## src/rtl/eth_tx_sequencer.sv

```systemverilog
// Ethernet TX sequencer: CPU-fed 32-bit word FIFO that streams frames big-endian, one byte per handshake.
// Optional build macro ETH_TX_MIN_PAD_EN: zero-pads frames shorter than 60 bytes.
`timescale 1ns/1ps
module eth_tx_sequencer #(
    parameter int DEPTH_LOG2 = 4,
    parameter int LEN_W      = 11
) (
    input  logic                  clk,
    input  logic                  rst,
    input  logic                  send_data_we,
    input  logic                  send_ena_we,
    input  logic [31:0]           wdata,
    output logic [7:0]            tx_data,
    output logic                  tx_valid,
    output logic                  tx_last,
    input  logic                  tx_ready,
    output logic                  tx_done,
    output logic                  busy,
    output logic [DEPTH_LOG2:0]   fifo_count,
    output logic                  overflow,
    output logic                  cmd_err
);
    localparam int                  DEPTH = 1 << DEPTH_LOG2;
    localparam logic [DEPTH_LOG2:0] FULL  = (DEPTH_LOG2 + 1)'(DEPTH);
    localparam int                  CW    = (LEN_W > DEPTH_LOG2 + 3) ? LEN_W : DEPTH_LOG2 + 3;

    typedef enum logic [2:0] {IDLE, LOAD, SEND, PAD, DONE} state_t;

    state_t                state_q;
    logic [31:0]           mem_q [DEPTH];
    logic [DEPTH_LOG2-1:0] wr_ptr_q, rd_ptr_q;
    logic [DEPTH_LOG2:0]   count_q, count_d;
    logic [31:0]           shift_q;
    logic [1:0]            byte_idx_q;
    logic [LEN_W-1:0]      rem_q;
    logic                  overflow_q, overflow_d;
    logic                  cmd_err_q, cmd_err_d;
`ifdef ETH_TX_MIN_PAD_EN
    logic [5:0]            pad_rem_q;
`endif

    logic [LEN_W-1:0] len;
    logic             clr, pop, push_ok, launch_req, enough;
    logic [CW-1:0]    bytes_avail, len_ext;

    assign len         = wdata[LEN_W-1:0];
    assign clr         = wdata[31];
    assign launch_req  = send_ena_we && (len != '0);
    assign bytes_avail = CW'({count_q, 2'b00});
    assign len_ext     = CW'(len);
    assign enough      = bytes_avail >= len_ext;
    assign pop         = (state_q == LOAD);
    // A full FIFO still accepts a push when the LOAD pop frees a slot in the same cycle.
    assign push_ok     = send_data_we && ((count_q != FULL) || pop);

    always_comb begin
        count_d = count_q;
        if (push_ok && !pop) begin
            count_d = count_q + 1'b1;
        end else if (!push_ok && pop) begin
            count_d = count_q - 1'b1;
        end
    end

    // Clear comes first so a same-cycle set event wins.
    always_comb begin
        overflow_d = overflow_q;
        cmd_err_d  = cmd_err_q;
        if (send_ena_we && clr) begin
            overflow_d = 1'b0;
            cmd_err_d  = 1'b0;
        end
        if (send_data_we && !push_ok) begin
            overflow_d = 1'b1;
        end
        if (launch_req && ((state_q != IDLE) || !enough)) begin
            cmd_err_d = 1'b1;
        end
    end

    always_ff @(posedge clk) begin
        if (push_ok) begin
            mem_q[wr_ptr_q] <= wdata;
        end
    end

    always_ff @(posedge clk or posedge rst) begin
        if (rst) begin
            wr_ptr_q   <= '0;
            rd_ptr_q   <= '0;
            count_q    <= '0;
            overflow_q <= 1'b0;
            cmd_err_q  <= 1'b0;
        end else begin
            if (push_ok) begin
                wr_ptr_q <= wr_ptr_q + 1'b1;
            end
            if (pop) begin
                rd_ptr_q <= rd_ptr_q + 1'b1;
            end
            count_q    <= count_d;
            overflow_q <= overflow_d;
            cmd_err_q  <= cmd_err_d;
        end
    end

    always_ff @(posedge clk or posedge rst) begin
        if (rst) begin
            state_q    <= IDLE;
            shift_q    <= '0;
            byte_idx_q <= '0;
            rem_q      <= '0;
`ifdef ETH_TX_MIN_PAD_EN
            pad_rem_q  <= '0;
`endif
        end else begin
            case (state_q)
                IDLE: begin
                    if (launch_req && enough) begin
                        rem_q   <= len;
                        state_q <= LOAD;
`ifdef ETH_TX_MIN_PAD_EN
                        pad_rem_q <= (len < LEN_W'(60)) ? (6'd60 - len[5:0]) : 6'd0;
`endif
                    end
                end
                LOAD: begin
                    shift_q    <= mem_q[rd_ptr_q];
                    byte_idx_q <= 2'd0;
                    state_q    <= SEND;
                end
                SEND: begin
                    if (tx_ready) begin
                        rem_q <= rem_q - 1'b1;
                        if (rem_q == LEN_W'(1)) begin
`ifdef ETH_TX_MIN_PAD_EN
                            state_q <= (pad_rem_q != 6'd0) ? PAD : DONE;
`else
                            state_q <= DONE;
`endif
                        end else if (byte_idx_q == 2'd3) begin
                            state_q <= LOAD;
                        end else begin
                            shift_q    <= {shift_q[23:0], 8'h00};
                            byte_idx_q <= byte_idx_q + 1'b1;
                        end
                    end
                end
`ifdef ETH_TX_MIN_PAD_EN
                PAD: begin
                    if (tx_ready) begin
                        pad_rem_q <= pad_rem_q - 1'b1;
                        if (pad_rem_q == 6'd1) begin
                            state_q <= DONE;
                        end
                    end
                end
`endif
                DONE: begin
                    state_q <= IDLE;
                end
                default: begin
                    state_q <= IDLE;
                end
            endcase
        end
    end

    assign tx_valid   = (state_q == SEND) || (state_q == PAD);
    assign tx_data    = (state_q == SEND) ? shift_q[31:24] : 8'h00;
`ifdef ETH_TX_MIN_PAD_EN
    assign tx_last    = ((state_q == SEND) && (rem_q == LEN_W'(1)) && (pad_rem_q == 6'd0))
                     || ((state_q == PAD) && (pad_rem_q == 6'd1));
`else
    assign tx_last    = (state_q == SEND) && (rem_q == LEN_W'(1));
`endif
    assign tx_done    = (state_q == DONE);
    assign busy       = (state_q != IDLE);
    assign fifo_count = count_q;
    assign overflow   = overflow_q;
    assign cmd_err    = cmd_err_q;
endmodule

```

## config.mk

```make
export PLATFORM = sky130hd
export DESIGN_NAME = eth_tx_sequencer
export DESIGN_NICKNAME = d
export VERILOG_FILES = /design/src/rtl/eth_tx_sequencer.sv
export SDC_FILE = /design/constraint.sdc
export NUM_CORES = 1
export LEC_CHECK = 0
export CORE_UTILIZATION = 55
export DETAILED_ROUTE_END_ITERATION = 8
export GPL_TIMING_DRIVEN = 0
export PLACE_DENSITY = 0.76
export SYNTH_ARGS = -nofsm -noshare
export SYNTH_HDL_FRONTEND = slang
export SYNTH_SLANG_ARGS = --single-unit
export TNS_END_PERCENT = 1
```

## constraint.sdc

```tcl
create_clock -name clk -period 3.1 [get_ports clk]
set_input_delay 0.775 -clock clk [delete_from_list [all_inputs] [get_ports clk]]
set_output_delay 0.775 -clock clk [all_outputs]
set_load 0.005 [all_outputs]
```

---- Word level (Yosys, flattened, before mapping) ----
Memories as Yosys holds them, arrays and structs flattened.
Index checks and enable logic that the tools add are counted.
storage, ports and cells
  register bits ........................... 63
  bits of input ports ..................... 37
  logic and storage cells ................. 79
  bits in writable memories ............... 512
  output and inout port bits .............. 19
  memories ................................ 1
memories
  memory  depth  width  read ports  clocked after memory_dff  wr ports  RTL line  RTL
  mem_q   16     32     1           0                         1         30        logic [31:0] mem_q [DEPTH];
cells by class
  muxes and demuxes ....................... 24
  equality and inequality tests ........... 12
  reduce and logical (&&, ||, !) cells .... 26
  $add $sub $neg .......................... 6
  order comparisons ....................... 1
operators by type and width
  cell                                                   count
  2-to-1 mux 32 bit                                      3
  one-hot mux 32 bit (2 select lines)                    1
  2-to-1 mux 11 bit                                      2
  one-hot mux 11 bit (2 select lines)                    1
  2-to-1 mux 3 bit                                       4
  equality test 11 x 1 -> 1 bit (second input constant)  1
  >= comparator 7 x 11 -> 1 bit                          1
  nonzero test 11 bit                                    1
  subtractor 11 x 1 -> 11 bit (second input constant)    1
  2-to-1 mux 5 bit                                       2
  nonzero test 2 bit                                     5
  logical AND 1 bit                                      9
  one-hot mux 3 bit (3 select lines)                     1
  adder 4 x 1 -> 4 bit (second input constant)           2
  2-to-1 mux 8 bit                                       1
  inequality test 2 bit (second input constant)          4
  equality test 3 x 2 -> 1 bit (second input constant)   2
  2-to-1 mux 2 bit                                       3
  AND reduction 3 bit                                    2
  adder 5 x 1 -> 5 bit (second input constant)           1
  2-to-1 mux 1 bit                                       5
  inequality test 5 bit (second input constant)          1
  subtractor 5 x 1 -> 5 bit (second input constant)      1
  one-hot mux 2 bit (2 select lines)                     1
  10 further kinds                                       14

---- Longest topological paths before layout ----
Gate-level depths: netlist (run 1).
  depth in word-level cells ............... 7
  mapped depth ............................ 13

---- Least setup slack after synthesis (run 1) ----
No wires, ideal clock.
  path type ............................... register to register
  start ................................... register state_q[2]
  end ..................................... register count_q[4] (netlist: fifo_count[4])
  library setup time ...................... 0.125 ns
  arrival time ............................ 2.617 ns
  stages on the path, launching flop included .. 14
  period minus slack after synthesis ...... 2.743 ns
  path buffers ............................ 0
  setup slack ............................. 0.357 ns
  path through ............................ dfrtp_1 > nor3b_1 > inv_2 > and3_1 > nand2b_1 > inv_2 > ha_1 > inv_1 > fa_1 > a21o_1 > a21oi_1 > xnor2_1 > nor2_1 > xor2_1
between the ends
  longest elaborated chain between the ends .. 6
  elaborated cells between the ends (all ways) .. 9
  classes of those cells .................. eq/ne: 1; mux: 1; reduce/logical: 7
RTL lines
  element                              RTL line  RTL
  start: declaration                   29        state_t state_q;
  start signal: assignment             109       state_q <= IDLE;
  start signal: assignment             121       state_q <= LOAD;
  start signal: assignment             130       state_q <= SEND;
  equality test 3 x 1 -> 1 bit (*)     52        assign pop = (state_q == LOAD);
  logical OR 1 bit (*)                 54        assign push_ok = send_data_we && ((count_q != FULL) || pop);
  logical AND 1 bit (*)                54
  via push_ok                          43        logic clr, pop, push_ok, launch_req, enough;
  zero test 1 bit                      60        end else if (!push_ok && pop) begin
  logical AND 1 bit                    60
  nonzero test 2 bit (no source line)  --
  end signal: assignment               101       count_q <= count_d;
  end: declaration                     32        logic [DEPTH_LOG2:0] count_q, count_d;
The timed path passes the listed nets; every way through them passes the cells marked *.
A chain may end at the register's enable or synchronous reset.

---- Worst setup path after layout (run 1) ----
  start ................................... register state_q[2]
  end ..................................... output port tx_data[0]
between the ends
  longest elaborated chain between the ends .. 2
RTL lines
  element                       RTL line  RTL
  equality test 3 x 2 -> 1 bit  170       assign tx_data = (state_q == SEND) ? shift_q[31:24] : 8'h00;
  2-to-1 mux 8 bit              170
  end: declaration              13        output logic [7:0] tx_data,
Every way passes these cells.

==> results.sh, run 1 <==
export IMPL_post_route_period_util_pct=98.56
export IMPL_fin_nets=1308
export IMPL_antenna_found_initial=1
export IMPL_ys_seq_area_share_pct=75.28
export IMPL_reg2regPathDepth=13
export IMPL_timing_rr_end="fifo_count[4]"
export IMPL_setup_viol=0
export IMPL_vias=11538
export IMPL_yosysWarnings=0
export IMPL_dieArea_um2=41750
export IMPL_clkTransAtPathRegs_ps=60
export IMPL_num_fill_cells=2578
export IMPL_synth_top_area_share_pct=68.28
export IMPL_hp_class="reg2reg"
export IMPL_yosys_top_cells_area="edfxtp_1 (68%), mux4_2 (14%), dfrtp_1 (7.0%)"
export IMPL_powerDensity_nw_per_um2=840.8
export IMPL_cts_buffers=55
export IMPL_worstSetupStartpoint="state_q[2]"
export IMPL_yosys_register_bits=575
export IMPL_hold_ws_ps=494.5
export IMPL_routed_wl_mm=50.01
export IMPL_maxSlewViolCount=0
export IMPL_min_from="byte_idx_q[1]"
export IMPL_grt_pass1_wl_mm=74.61
export IMPL_multiInputGateArea_um2=5318
export IMPL_p_int_uw=15610
export IMPL_start_kind="flip-flop"
export IMPL_ios=56
export IMPL_required_ps=2320
export IMPL_critical_path_cell_chain="nor3b_4 > buf_8 > and2_4 > clkdlybuf4s50_1"
export IMPL_crit_type="reg2out"
export IMPL_grt_usage_pct=24.98
export IMPL_rrSetupSlack_ps=150
export IMPL_netlist_cell_type_count=47
export IMPL_root_buffer="clkbuf_16"
export IMPL_end_kind="output port"
export IMPL_die_w_um=204.3
export IMPL_mostFrequentLayoutCells="edfxtp_1 (512), mux4_2 (136), a21oi_1 (80)"
export IMPL_sequential_cell_area_um2=16960
export IMPL_cp_depth=4
export IMPL_syn_nets=1175
export IMPL_cts_tree="done"
export IMPL_start_util_pct=56.16
export IMPL_drc=0
export IMPL_gr_total_overflow=0
export IMPL_die_h_um=204.3
export IMPL_finalHoldViolCount=0
export IMPL_crit_family="buffers and inverters"
export IMPL_slowest_delay_ps=500
export IMPL_setup_slack_ps=44.76
export IMPL_post_route_cells_drive_above_1_share_pct=24.19
export IMPL_crit_fanout=19
export IMPL_netlist_instances=1120
export IMPL_diodes=0
export IMPL_dp_hpwl_mm=31.85
export IMPL_postRouteAntennaNets=0
export IMPL_syn_area_um2=22520
export IMPL_worstMarginPinSlew_ps=970.8
export IMPL_fmax_mhz=327.3
export IMPL_avgSynthCellArea_um2=20.10
export IMPL_htree_levels=2
export IMPL_status="completed"
export IMPL_synth_top_cell_by_area="edfxtp_1"
export IMPL_grt_max_degree=43
export IMPL_critPathCapture="tx_data[0]"
export IMPL_timing_final_crit_period_ps=3055
export IMPL_drt_iter0_markers=1153
export IMPL_reg2reg_from="state_q[2]"
export IMPL_portBuffers=55
export IMPL_max_slew_margin_pct=35.28
export IMPL_switchingPower_uw=6203
export IMPL_clkSinkCount=575
export IMPL_crit_slowest_cell="clkdlybuf4s50_1"
export IMPL_fp_coreArea_um2=40100
export IMPL_clk_latency_ps=610
export IMPL_vias_per_cell=6.329
export IMPL_dp_slack_ps=-791.3
export IMPL_grt_pass1_vias=11862
export IMPL_cp_arrival_ps=2280
export IMPL_p_sw_share_pct=28.44
export IMPL_layout_commonest_cell="edfxtp_1"
export IMPL_fin_worst_skew_ps=19.58
export IMPL_gp_congestion=0.8412
export IMPL_path_buf_inv=2
export IMPL_rows=73
export IMPL_clockPowerShare_pct=29.4
export IMPL_combinationalPowerShare_pct=24.8
export IMPL_cts_buffer_depth=3
export IMPL_area_growth_pct=15.21
export IMPL_leakage_uw=0.008488
export IMPL_detail_route_first_pass_iterations=5
export IMPL_rsz0062_at_grt="true"
export IMPL_ir_drop_mv=0.5372
export IMPL_power_frac_seq_pct=45.8
export IMPL_avgRoutedWirePerCell_um=27.43
export IMPL_drv_cap=0
state kept, by name (all words and copies together), names as in the netlist:
register,flops
overflow,1
state_q,3
cmd_err,1
mem_q,512
wr_ptr_q,4
rd_ptr_q,4
rem_q,11
shift_q,32
byte_idx_q,2
fifo_count,5
per-stage QoR:
step | utilization (%) | setup TNS [ps] | instance area (um^2) | instances | total power, uW
after floorplan | - | 0 | 22520 | 1120 | 13490
after global placement | 59.17 | -481690 | 23720 | 1700 | 15120
after detailed placement | 60.10 | -17400 | 24100 | 1717 | 15410
after CTS | 64.53 | -176.7 | 25870 | 1819 | 21880
after global routing | 64.70 | -58.35 | 25940 | 1823 | 22670
final | 64.70 | 0 | 25940 | 1823 | 21810
logic make-up (layout without fill, tap and decap cells):
logic type                 Yosys count  in the layout  share of synthesized area, %
DFF                                575            575                         75.28
AOI/OAI and AO/OA                  162            162                         4.434
muxes                              147            147                         14.15
and+or+nand+nor                    124            124                         2.840
buffers and inverters               75            253                         1.517
xor gates and xnor gates            19             19                        0.7391
adders and majority gates           18             18                         1.034
worst min-delay path by stage:
stage                          endpoint  slack, ps  cells past startpoint
final                     byte_idx_q[1]        490                      2
after global routing      byte_idx_q[1]        540                      2
after CTS                 byte_idx_q[1]        500                      2
after detailed placement  byte_idx_q[1]        490                      2
after global placement    byte_idx_q[1]        460                      2
after floorplan           byte_idx_q[1]        440                      2
metal layers:
layer,global-route usage (%),part of all wire [%]
met2,40.67,50
met1,34.17,39
met4,7.889,2.3
met5,0,0
met3,5.214,8.9
worst min-delay path: stages, from the launching register on:
cell and delay, ps:
dfrtp_1 350, nand2_1 50, nand2_1 60
layout make-up:
cell class,instances,area share (%)
buffer,58,1.119
clock buffer,74,5.739
clock inverter,28,0.8923
inverter,16,0.2315
multi-input combinational,470,20.50
sequential,575,65.36
tap,525,2.532
timing repair buffer,77,3.627
cells in the mapped netlist (all sizes together):
| cell type | n |
|---|---|
| or3b | 1 |
| nor3b | 5 |
| o2111ai | 1 |
| ha | 17 |
| a21o | 2 |
| a22oi | 49 |
| fa | 1 |
| clkbuf | 32 |
| or3 | 2 |
| a21oi | 80 |
| xor2 | 9 |
| buf | 27 |
| o211ai | 2 |
| nand4 | 4 |
| mux2 | 11 |
| and4b | 1 |
| nor4 | 4 |
| and3 | 3 |
| nand2 | 27 |
| mux4 | 136 |
| xnor2 | 10 |
| o21a | 1 |
| a21boi | 1 |
| dfrtp | 63 |
| nand3 | 4 |
| o21ai | 13 |
| nand2b | 2 |
| nand3b | 1 |
| or4 | 1 |
| inv | 16 |
| a211oi | 1 |
| a22o | 9 |
| and2 | 25 |
| a31oi | 1 |
| nand4b | 2 |
| nor3 | 4 |
| nor2 | 35 |
| nor2b | 3 |
| edfxtp | 512 |
| o31ai | 2 |
power by group through the flow:
stage | combinational (uW) | clock (uW) | sequential, uW
floorplan | 3550 | 0 | 9940
global placement | 5050 | 0 | 10100
detailed placement | 5330 | 0 | 10100
CTS | 5430 | 6500 | 9960
global route | 5820 | 6790 | 10100
finish | 5420 | 6410 | 9990
timing repair:
item	4_1_cts	5_1_grt
resized for setup	22	16
hold buffers	0	0
cloned	0	0
buffers inserted	1	4
endpoints found under the setup margin	138	106
pin swaps	5	1
(Power assumes the default switching activity.)
==> run 2: changes to the inputs <==
--- a/config.mk
+++ b/config.mk
@@ -8,7 +8,7 @@
 export CORE_UTILIZATION = 55
 export DETAILED_ROUTE_END_ITERATION = 8
 export GPL_TIMING_DRIVEN = 0
-export PLACE_DENSITY = 0.76
+export PLACE_DENSITY = 0.79
 export SYNTH_ARGS = -nofsm -noshare
 export SYNTH_HDL_FRONTEND = slang
 export SYNTH_SLANG_ARGS = --single-unit
==> constraint.sdc (replaced) <==
create_clock -name clk -period 2.7 [get_ports clk]
set_input_delay 0.675 -clock clk [delete_from_list [all_inputs] [get_ports clk]]
set_output_delay 0.675 -clock clk [all_outputs]
set_load 0.005 [all_outputs]
==> run 2 against run 1 <==
Net effect:
- the flow now finishes with violations (setup timing)
- register-to-register slack worse by 160 ps
- count of clock-buffer cells in the layout stayed put
- critical endpoint is now busy
- global-route usage is 0.68 points higher
- final cell count is 0.27% higher
- total power is 18% higher
- largest power group unchanged
- final area is 1.1% higher
- clock skew is 5.2 ps lower
- combinational power is 19% higher
- clock power is 23% higher
- highest routed layer unchanged
- die area stayed put
==> results.sh, run 2 (synthesized netlist as in run 1, its figures left out) <==
export IMPL_cts_tree="done"
export IMPL_gp_congestion=0.8508
export IMPL_die_h_um=204.3
export IMPL_finalHoldViolCount=0
export IMPL_largest_register_ffs=512
export IMPL_grt_max_degree=44
export IMPL_largest_register="mem_q"
export IMPL_mostFrequentLayoutCells="edfxtp_1 (512), mux4_2 (136), a21oi_1 (79)"
export IMPL_clk_latency_ps=600
export IMPL_fin_nets=1314
export IMPL_status="finished with violations"
export IMPL_die_w_um=204.3
export IMPL_htree_levels=2
export IMPL_setup_viol=3
export IMPL_dieArea_um2=41750
export IMPL_drc=0
export IMPL_post_route_period_util_pct=103.9
export IMPL_postRouteAntennaNets=0
export IMPL_timing_final_crit_period_ps=2805
export IMPL_setup_tns_ps=-154.6
export IMPL_timing_rr_end="fifo_count[4]"
export IMPL_cts_buffer_depth=3
export IMPL_critical_path_cell_chain="buf_4 > or3_1 > clkdlybuf4s50_1"
export IMPL_required_ps=2030
export IMPL_routed_wl_mm=51.37
export IMPL_dp_hpwl_mm=32.20
export IMPL_antenna_found_initial=0
export IMPL_maxSlewViolCount=0
export IMPL_fin_worst_skew_ps=14.38
export IMPL_grt_usage_pct=25.66
export IMPL_top_regs="mem_q: 512 flops, shift_q: 32 flops, rem_q: 11 flops"
export IMPL_reg2reg_from="state_q[1]"
export IMPL_worstMarginPinSlew_ps=925.2
export IMPL_hp_class="in2async"
export IMPL_post_route_cells_drive_above_1_share_pct=26.48
export IMPL_ios=56
export IMPL_setup_slack_ps=-104.7
export IMPL_diodes=0
export IMPL_root_buffer="clkbuf_16"
export IMPL_slowest_delay_ps=480
export IMPL_grt_pass1_vias=12238
export IMPL_clkSinkCount=575
export IMPL_start_kind="flip-flop"
export IMPL_drv_cap=0
export IMPL_cts_buffers=54
export IMPL_grt_pass1_wl_mm=76.51
export IMPL_ir_drop_mv=0.5798
export IMPL_layout_commonest_cell="edfxtp_1"
export IMPL_start_util_pct=56.16
export IMPL_reg2regPathDepth=13
export IMPL_max_slew_margin_pct=38.32
export IMPL_vias_per_cell=6.459
export IMPL_cp_arrival_ps=2130
export IMPL_fin_util_pct=65.41
export IMPL_rrSetupSlack_ps=-10
export IMPL_area_growth_pct=16.49
export IMPL_crit_slowest_cell="clkdlybuf4s50_1"
export IMPL_gr_total_overflow=0
export IMPL_rsz0062_at_grt="true"
export IMPL_crit_fanout=4
export IMPL_total_power_uw=25800
export IMPL_powerDensity_nw_per_um2=983.6
export IMPL_crit_type="reg2out"
export IMPL_vias=11807
export IMPL_end_kind="output port"
export IMPL_detail_route_first_pass_iterations=5
export IMPL_fmax_mhz=356.5
export IMPL_leakage_uw=0.008654
export IMPL_portBuffers=55
export IMPL_drt_iter0_markers=1520
export IMPL_rows=73
export IMPL_clkTransAtPathRegs_ps=60
export IMPL_avgRoutedWirePerCell_um=28.10
export IMPL_violations="setup timing"
export IMPL_fp_coreArea_um2=40100
run 2: timing repair:
action,4_1_cts,5_1_grt
gates cloned,1,0
setup endpoints to repair,479,218
pin swaps,3,3
resized for setup,70,24
setup buffers,11,0
hold buffers,0,0
run 2: power breakdown:
part / total, uW / internal, uW / switching, uW / leakage, uW
logic: 6430 / 2970 / 3460 / 0.00236
clock network: 7900 / 4640 / 3260 / 0.000920
registers: 11500 / 10900 / 587 / 0.00538
total: 25800 / 18500 / 7300 / 0.00865
run 2: worst max-delay path by stage:
stage,startpoint,end,slack (ps),depth (start not counted)
after global placement,state_q[2],mem_q[10][20],-1110,6
after global routing,state_q[1],fifo_count[4],-170,13
after CTS,state_q[2],tx_last,-180,5
after detailed placement,wdata[2],rem_q[10],-1060,8
final,state_q[2],busy,-100,3
after floorplan,state_q[2],fifo_count[4],70,13
run 2: layer usage:
| layer | up-vias | part of all wire (%) | global-route usage, % | wire [um] |
|---|---|---|---|---|
| li1 | 4867 | - | - | - |
| met1 | 6142 | 38 | 34.75 | 19690 |
| met2 | 685 | 49 | 42.01 | 25360 |
| met3 | 113 | 9.2 | 5.086 | 4742 |
| met4 | 0 | 3.1 | 8.795 | 1578 |
| met5 | - | 0 | 0 | 0 |
run 2: per-stage QoR:
step	cell area, um^2	setup WS, ps	hold slack (ps)	instances
2_1_floorplan	22520	67.38	442.8	1120
3_3_place_gp	23730	-1115	461.0	1700
6_report	26230	-104.7	452.2	1828
4_1_cts	26190	-182.3	447.0	1828
5_1_grt	26230	-166.0	478.0	1828
3_5_place_dp	24140	-1062	479.3	1717
run 2: critical path, delay by kind of cell (launching register included):
kind,cells,cell delay (ps)
simple gates,1,450
flops,1,460
buf+inv,2,630
run 2: final cells by class:
class,instances,area (um^2)
timing repair buffer,84,1032
multi-input combinational,470,5360
clock inverter,26,331.6
buffer,58,301.5
sequential,575,16960
inverter,16,62.56
tap,525,656.9
fill,2490,13870
clock buffer,74,1528
